==> config.mk <==
export PLATFORM = sky130hd
export DESIGN_NAME = ttt_game_controller_flat
export DESIGN_NICKNAME = d
export VERILOG_FILES = /design/src/rtl/ttt_game_if.sv /design/src/rtl/ttt_game_controller.sv /design/src/flat_wrapper.sv
export SDC_FILE = /design/constraint.sdc
export NUM_CORES = 1
export LEC_CHECK = 0
export BUFFER_PORTS_ARGS = -buffer_cell sky130_fd_sc_hd__buf_2
export CORE_ASPECT_RATIO = 1.4
export CORE_UTILIZATION = 51
export CTS_BUF_LIST = sky130_fd_sc_hd__clkbuf_2
export DETAILED_ROUTE_END_ITERATION = 10
export PLACE_DENSITY = 0.77
export SYNTH_ARGS = -nofsm -noshare
export SYNTH_HDL_FRONTEND = slang
export SYNTH_SLANG_ARGS = --single-unit
==> constraint.sdc <==
create_clock -name clk -period 2.56 [get_ports clk]
set_input_delay 0.256 -clock clk [delete_from_list [all_inputs] [get_ports clk]]
set_output_delay 0.256 -clock clk [all_outputs]
set_load 0.02 [all_outputs]
==> src/rtl/ttt_game_if.sv <==
// Player-facing request/acknowledge bundle of the tic-tac-toe controller.
// Handshake: a player raises req_x/req_o with its cell in pos_x/pos_o and holds both
// until move_ack or move_err pulses. Only the player named by turn is looked at.
// Each ack/err pulse answers the request seen on the edge before it.
interface ttt_game_if;
    logic       req_x;
    logic [3:0] pos_x;
    logic       req_o;
    logic [3:0] pos_o;
    logic [1:0] turn;
    logic       move_ack;
    logic       move_err;
    logic       timeout;

    modport master (
        output req_x, pos_x, req_o, pos_o,
        input  turn, move_ack, move_err, timeout
    );

    modport slave (
        input  req_x, pos_x, req_o, pos_o,
        output turn, move_ack, move_err, timeout
    );
endinterface

==> src/rtl/ttt_game_controller.sv <==
// Runs one tic-tac-toe game: holds the board, enforces turn order and move legality,
// passes idle turns on timeout and reports win/draw from the external winner detector.
module ttt_game_controller #(
    parameter int TURN_TIMEOUT = 1000,
    parameter int CNT_W        = 10
) (
    input  logic       clk,
    input  logic       rst_n,
    input  logic       start,
    ttt_game_if.slave  bus,
    input  logic       win,
    input  logic [1:0] who,
    output logic [1:0] pos1,
    output logic [1:0] pos2,
    output logic [1:0] pos3,
    output logic [1:0] pos4,
    output logic [1:0] pos5,
    output logic [1:0] pos6,
    output logic [1:0] pos7,
    output logic [1:0] pos8,
    output logic [1:0] pos9,
    output logic [3:0] move_count,
    output logic       game_over,
    output logic [1:0] result,
    output logic [2:0] state_dbg
);

    typedef enum logic [2:0] {
        IDLE   = 3'd0,
        TURN_X = 3'd1,
        TURN_O = 3'd2,
        CHECK  = 3'd3,
        OVER   = 3'd4
    } state_t;

    localparam int               TO_LAST_I = (TURN_TIMEOUT > 0) ? TURN_TIMEOUT - 1 : 0;
    localparam logic [CNT_W-1:0] TO_LAST   = TO_LAST_I[CNT_W-1:0];

    state_t           state;
    logic [1:0]       board [9];
    logic [CNT_W-1:0] cnt;
    logic             mover_x;

    logic       req_cur;
    logic [3:0] pos_cur;
    logic       pos_ok;
    logic [3:0] idx;
    logic       legal;
    logic       to_hit;
    logic [1:0] my_code;

    always_comb begin
        req_cur = 1'b0;
        pos_cur = 4'd0;
        if (state == TURN_X) begin
            req_cur = bus.req_x;
            pos_cur = bus.pos_x;
        end else if (state == TURN_O) begin
            req_cur = bus.req_o;
            pos_cur = bus.pos_o;
        end
    end

    // idx is clamped so an illegal position never reads outside the board.
    assign pos_ok  = (pos_cur >= 4'd1) && (pos_cur <= 4'd9);
    assign idx     = pos_ok ? (pos_cur - 4'd1) : 4'd0;
    assign legal   = req_cur && pos_ok && (board[idx] == 2'b00);
    assign to_hit  = (TURN_TIMEOUT > 0) && (cnt == TO_LAST);
    assign my_code = (state == TURN_X) ? 2'b10 : 2'b01;

    always_ff @(posedge clk) begin
        if (!rst_n) begin
            state        <= IDLE;
            for (int i = 0; i < 9; i++) board[i] <= 2'b00;
            cnt          <= '0;
            mover_x      <= 1'b0;
            move_count   <= 4'd0;
            game_over    <= 1'b0;
            result       <= 2'b00;
            bus.turn     <= 2'b00;
            bus.move_ack <= 1'b0;
            bus.move_err <= 1'b0;
            bus.timeout  <= 1'b0;
        end else begin
            bus.move_ack <= 1'b0;
            bus.move_err <= 1'b0;
            bus.timeout  <= 1'b0;
            if (start) begin
                for (int i = 0; i < 9; i++) board[i] <= 2'b00;
                cnt        <= '0;
                move_count <= 4'd0;
                result     <= 2'b00;
                game_over  <= 1'b0;
                bus.turn   <= 2'b01;
                state      <= TURN_X;
            end else begin
                case (state)
                    TURN_X, TURN_O: begin
                        if (legal) begin
                            // An accepted move wins over a timeout in the same cycle.
                            board[idx]   <= my_code;
                            bus.move_ack <= 1'b1;
                            move_count   <= move_count + 4'd1;
                            mover_x      <= (state == TURN_X);
                            cnt          <= '0;
                            bus.turn     <= 2'b00;
                            state        <= CHECK;
                        end else begin
                            if (req_cur) bus.move_err <= 1'b1;
                            if (to_hit) begin
                                bus.timeout <= 1'b1;
                                cnt         <= '0;
                                if (state == TURN_X) begin
                                    bus.turn <= 2'b10;
                                    state    <= TURN_O;
                                end else begin
                                    bus.turn <= 2'b01;
                                    state    <= TURN_X;
                                end
                            end else begin
                                cnt <= cnt + 1'b1;
                            end
                        end
                    end
                    CHECK: begin
                        cnt <= '0;
                        if (win) begin
                            // The detector never reports both players; fall back to the mover if it does.
                            if (who == 2'b01 || who == 2'b10) result <= who;
                            else                              result <= mover_x ? 2'b01 : 2'b10;
                            game_over <= 1'b1;
                            state     <= OVER;
                        end else if (move_count == 4'd9) begin
                            result    <= 2'b11;
                            game_over <= 1'b1;
                            state     <= OVER;
                        end else if (mover_x) begin
                            bus.turn <= 2'b10;
                            state    <= TURN_O;
                        end else begin
                            bus.turn <= 2'b01;
                            state    <= TURN_X;
                        end
                    end
                    default: ;
                endcase
            end
        end
    end

    assign pos1      = board[0];
    assign pos2      = board[1];
    assign pos3      = board[2];
    assign pos4      = board[3];
    assign pos5      = board[4];
    assign pos6      = board[5];
    assign pos7      = board[6];
    assign pos8      = board[7];
    assign pos9      = board[8];
    assign state_dbg = state;

endmodule

==> src/flat_wrapper.sv <==
// flat-port wrapper written by rule: the top's interface ports become plain ports
module ttt_game_controller_flat 
#(
    parameter int TURN_TIMEOUT = 1000,
    parameter int CNT_W        = 10
)
  (clk, rst_n, start, win, who, pos1, pos2, pos3, pos4, pos5, pos6, pos7, pos8, pos9, move_count, game_over, result, state_dbg, bus_req_x, bus_pos_x, bus_req_o, bus_pos_o, bus_turn, bus_move_ack, bus_move_err, bus_timeout);
  ttt_game_if bus_i ();
  input  logic clk;
  input  logic rst_n;
  input  logic start;
  input  logic win;
  input  logic [1:0] who;
  output logic [1:0] pos1;
  output logic [1:0] pos2;
  output logic [1:0] pos3;
  output logic [1:0] pos4;
  output logic [1:0] pos5;
  output logic [1:0] pos6;
  output logic [1:0] pos7;
  output logic [1:0] pos8;
  output logic [1:0] pos9;
  output logic [3:0] move_count;
  output logic game_over;
  output logic [1:0] result;
  output logic [2:0] state_dbg;
  input wire logic [$bits(bus_i.req_x)-1:0] bus_req_x;
  input wire logic [$bits(bus_i.pos_x)-1:0] bus_pos_x;
  input wire logic [$bits(bus_i.req_o)-1:0] bus_req_o;
  input wire logic [$bits(bus_i.pos_o)-1:0] bus_pos_o;
  output wire logic [$bits(bus_i.turn)-1:0] bus_turn;
  output wire logic [$bits(bus_i.move_ack)-1:0] bus_move_ack;
  output wire logic [$bits(bus_i.move_err)-1:0] bus_move_err;
  output wire logic [$bits(bus_i.timeout)-1:0] bus_timeout;
  assign bus_i.req_x = bus_req_x;
  assign bus_i.pos_x = bus_pos_x;
  assign bus_i.req_o = bus_req_o;
  assign bus_i.pos_o = bus_pos_o;
  assign bus_turn = bus_i.turn;
  assign bus_move_ack = bus_i.move_ack;
  assign bus_move_err = bus_i.move_err;
  assign bus_timeout = bus_i.timeout;
  ttt_game_controller #(.TURN_TIMEOUT(TURN_TIMEOUT), .CNT_W(CNT_W)) u_core (.clk(clk), .rst_n(rst_n), .start(start), .bus(bus_i), .win(win), .who(who), .pos1(pos1), .pos2(pos2), .pos3(pos3), .pos4(pos4), .pos5(pos5), .pos6(pos6), .pos7(pos7), .pos8(pos8), .pos9(pos9), .move_count(move_count), .game_over(game_over), .result(result), .state_dbg(state_dbg));
endmodule
==> flow_summary.ini <==
[pwr]
peakVddDrop_uv = 400
p_clk_share_pct = 26.2
p_int_mw = 1.07
swShare_pct = 30.8
p_switching_mw = 0.476
p_leak_nw = 1.49
p_seq_share_pct = 49.4
share_comb_of_total_power_pct = 24.4
p_per_area_mw_per_mm2 = 408
power_mw = 1.54

[sta]
rsz0062_at_grt = true
finClkSkew_ns = 0.0255
period_needed_ns = 2.90
fmax_mhz = 345
timing.final.crit_share_pct = 113
slew_headroom_pct = 60.6
tightest_slew_ns = 0.585
setup_viol_count_final = 49
hold_viol = 0
timing.final.ws_setup_ns = -0.342
slew_violations = 0

[worst_setup_path]
critPathCaptureType = register
reg2reg_slack_ns = -0.34
critPathMaxFanout = 7
r2r-start = u_core.state_dbg[1]
cp.required_ns = 2.84
cp_num_buf_inv = 5
reg2reg_to = u_core.board[1][0]
rr_worst_depth = 13
path_cells = buf_6 -> buf_4 -> nand2b_1 -> buf_4 -> nor4_1 -> nor3_1 -> o21ai_1 -> a211o_1 -> nand3_4 -> or3_4 -> buf_6 -> buf_4 -> nor3_2
worstSetupStartpointType = register
cpMaxStageDelayCell = dfxtp_4
cpPeakStageDelay_ns = 0.45
path_class = register to register
critPathArrivalTime_ns = 3.18
path_delay_family = simple AND/OR/NAND/NOR gates
cpMostUsedCell = buf_4

[global_route]
grt_pass1_wl_um = 11300
grt_max_degree = 18
grt_use_total_pct = 28.5
grt_pass1_vias = 2407
grt_overflow_total = 0
antenna_found_initial = 0

[layout]
area_growth_syn_to_layout_pct = 48.1
drive_above_1_share_pct = 47.9
final_core_util_pct = 78.1
nFillCells = 307
finalNetCount = 400
n_antenna_cell = 0

[clocking]
clockBufferDepth = 2
clk_pin_slew_ns = 0.24
clock_sink_count = 44
cts_tree = done
numCtsBuffers = 5
htreeDepth = 2
clockRootBuffer = clkbuf_2
clock_latency_ns = 0.43

[yosys]
synth_cells = 279
synth_edf_count = 18
yosys_warnings = 0
syn_area_mm2 = 0.00255
ys_async_sr_fraction_pct = 0
synth_nets = 298
seq_area_frac_synth_pct = 41.5
syn_area_per_cell_um2 = 9.15
ys.flop_type = dfxtp_1
synth_cell_types = 64
ys_ff_latch = 44

[min_path]
min_path_cells = 2
worstHoldStart = start
whs_endpoint = u_core.bus.turn[0]
hold_path_class = input pin to register

[run_status]
violations = setup timing
status = complete, but fails checks

[detailed_routing]
vias = 2730
wirelength_um = 8150
drc = 0
first_pass_iters = 4
drt_iter0_drc = 139
wl_per_cell_um = 18.3
via_per_inst = 6.12
final_antenna_net_count = 0

[placed_design]
place_hpwl_um = 5140
place_ws_ns = -0.240
numPortBuffers = 48
gp_congestion = 0.926

[floorplanning]
rows = 30
die_height_um = 85.7
initial_core_util_pct = 52.7
coreArea_mm2 = 0.00484
io_pins = 49
die_w_um = 61.8
dieArea_mm2 = 0.00530

[flow_run]
drv_cap = 0
## power groups by stage
stage / clock [mW] / sequential [mW] / combinational (mW)
floorplan: 0 / 0.795 / 0.156
global placement: 0 / 0.777 / 0.280
detailed placement: 0 / 0.778 / 0.286
CTS: 0.403 / 0.761 / 0.311
global route: 0.441 / 0.766 / 0.395
finish: 0.404 / 0.763 / 0.376
## metrics by stage
stage               instance area [µm²]  cells  hold WS [ns]  setup TNS, ns
floorplan                          2610    279         0.365          -1.50
global placement                   3160    420         0.451          -1.66
detailed placement                 3160    420         0.461          -4.22
CTS                                3400    433        0.0216          -2.34
global route                       3780    446         0.102         -14.14
finish                             3780    446         0.134          -8.43
## routing by layer
layer	up-vias	GRT usage, %	wire [µm]
met4	0	14.5	359
met1	1310	33.7	3070
li1	1257	-	-
met5	-	0	0
met2	128	47.5	4310
met3	35	5.28	408
## layout by cell type (no fill, tap or decap), types with 3 or more instances in the layout
master    Yosys  routed
nand2_1      21      20
edfxtp_1     18      18
dfxtp_1      26      23
o311ai_2      0       3
o21ai_4       0       4
nor2_1       29      26
clkbuf_2      0       5
o31ai_4       0       3
nand2b_1      4       4
buf_4         3      51
o21ai_2       1       3
inv_1         8       7
buf_8         0       3
o21ai_0      14      11
buf_2         4      48
nor3_1        8       6
nand4_1       8       8
a21oi_1       8       7
a31oi_1       6       5
dfxtp_4       0       3
nor2b_1       4       4
o31ai_1       6       3
buf_6         3       8
ha_1          3       3
nor2_2        0       3
nor3_2        6       8
nand3_1      13      12
o21ai_1       7       4
nor4_4        1       4
and3_1        6       4
## how the worst max path moves through the flow
stage	start	to	depth (start not counted)
2_1_floorplan	u_core.state_dbg[0]	u_core.board[3][0]	10
3_3_place_gp	u_core.state_dbg[2]	u_core.board[3][0]	8
3_5_place_dp	u_core.state_dbg[0]	u_core.board[7][1]	10
4_1_cts	u_core.state_dbg[1]	u_core.board[5][1]	10
5_1_grt	u_core.state_dbg[1]	u_core.board[1][0]	13
6_report	u_core.state_dbg[1]	u_core.board[1][0]	13
## flip-flops by register name (all words and copies together), names as in the netlist
register / count
u_core.mover_x: 1
u_core.bus.move_ack: 1
u_core.move_count: 4
u_core.board: 18
u_core.state_dbg: 3
u_core.result: 2
u_core.bus.timeout: 1
u_core.cnt: 10
u_core.game_over: 1
u_core.bus.turn: 2
u_core.bus.move_err: 1
## cell usage after synthesis, types with 2 or more instances
cell type / instances / area, µm²
nor2_1: 29 / 109
dfxtp_1: 26 / 521
nand2_1: 21 / 78.8
edfxtp_1: 18 / 541
o21ai_0: 14 / 70.1
nand3_1: 13 / 65.1
a21oi_1: 8 / 40.0
inv_1: 8 / 30.0
nand4_1: 8 / 50.1
nor3_1: 8 / 40.0
clkbuf_1: 7 / 26.3
o21ai_1: 7 / 35.0
a31oi_1: 6 / 37.5
and3_1: 6 / 37.5
nor3_2: 6 / 60.1
o31ai_1: 6 / 45.0
buf_2: 4 / 20.0
nand2b_1: 4 / 25.0
nor2b_1: 4 / 25.0
nor4_1: 4 / 25.0
a211oi_1: 3 / 22.5
a22oi_1: 3 / 22.5
a2bb2oi_1: 3 / 26.3
and2_1: 3 / 18.8
buf_4: 3 / 22.5
buf_6: 3 / 33.8
ha_1: 3 / 37.5
o311ai_0: 3 / 26.3
a211o_1: 2 / 17.5
a31o_2: 2 / 17.5
nand4bb_1: 2 / 22.5
nor2b_4: 2 / 27.5
nor3b_1: 2 / 15.0
nor4bb_1: 2 / 20.0
o211ai_1: 2 / 15.0
o22ai_1: 2 / 12.5
or2_1: 2 / 12.5
or4_1: 2 / 15.0
xnor2_1: 2 / 17.5
xor2_1: 2 / 17.5
## final cells by class
class	count	area, µm²	area share (%)
clock buffer	5	25.0	0.662
clock inverter	3	42.5	1.13
sequential	44	1070	28.4
timing repair buffer	113	808	21.4
multi-input combinational	208	1720	45.5
tap	64	80.1	2.12
inverter	9	33.8	0.893
## kinds of logic after synthesis
logic type / synth area share [%]
AND/OR/NAND/NOR: 28.7
AO/OA/AOI/OAI: 20.7
flip-flops: 41.5
buffers and inverters: 5.49
XOR/XNOR: 1.37
adder cells (fa/ha/maj): 1.86
multiplexers: 0.392
## what timing repair did
item,CTS,global route
setup endpoints to repair,38,46
pin swaps,2,14
hold endpoints to repair,0,1
hold buffers,0,1
setup buffers,5,12
resized for setup,27,53
(Power assumes the default switching activity.)
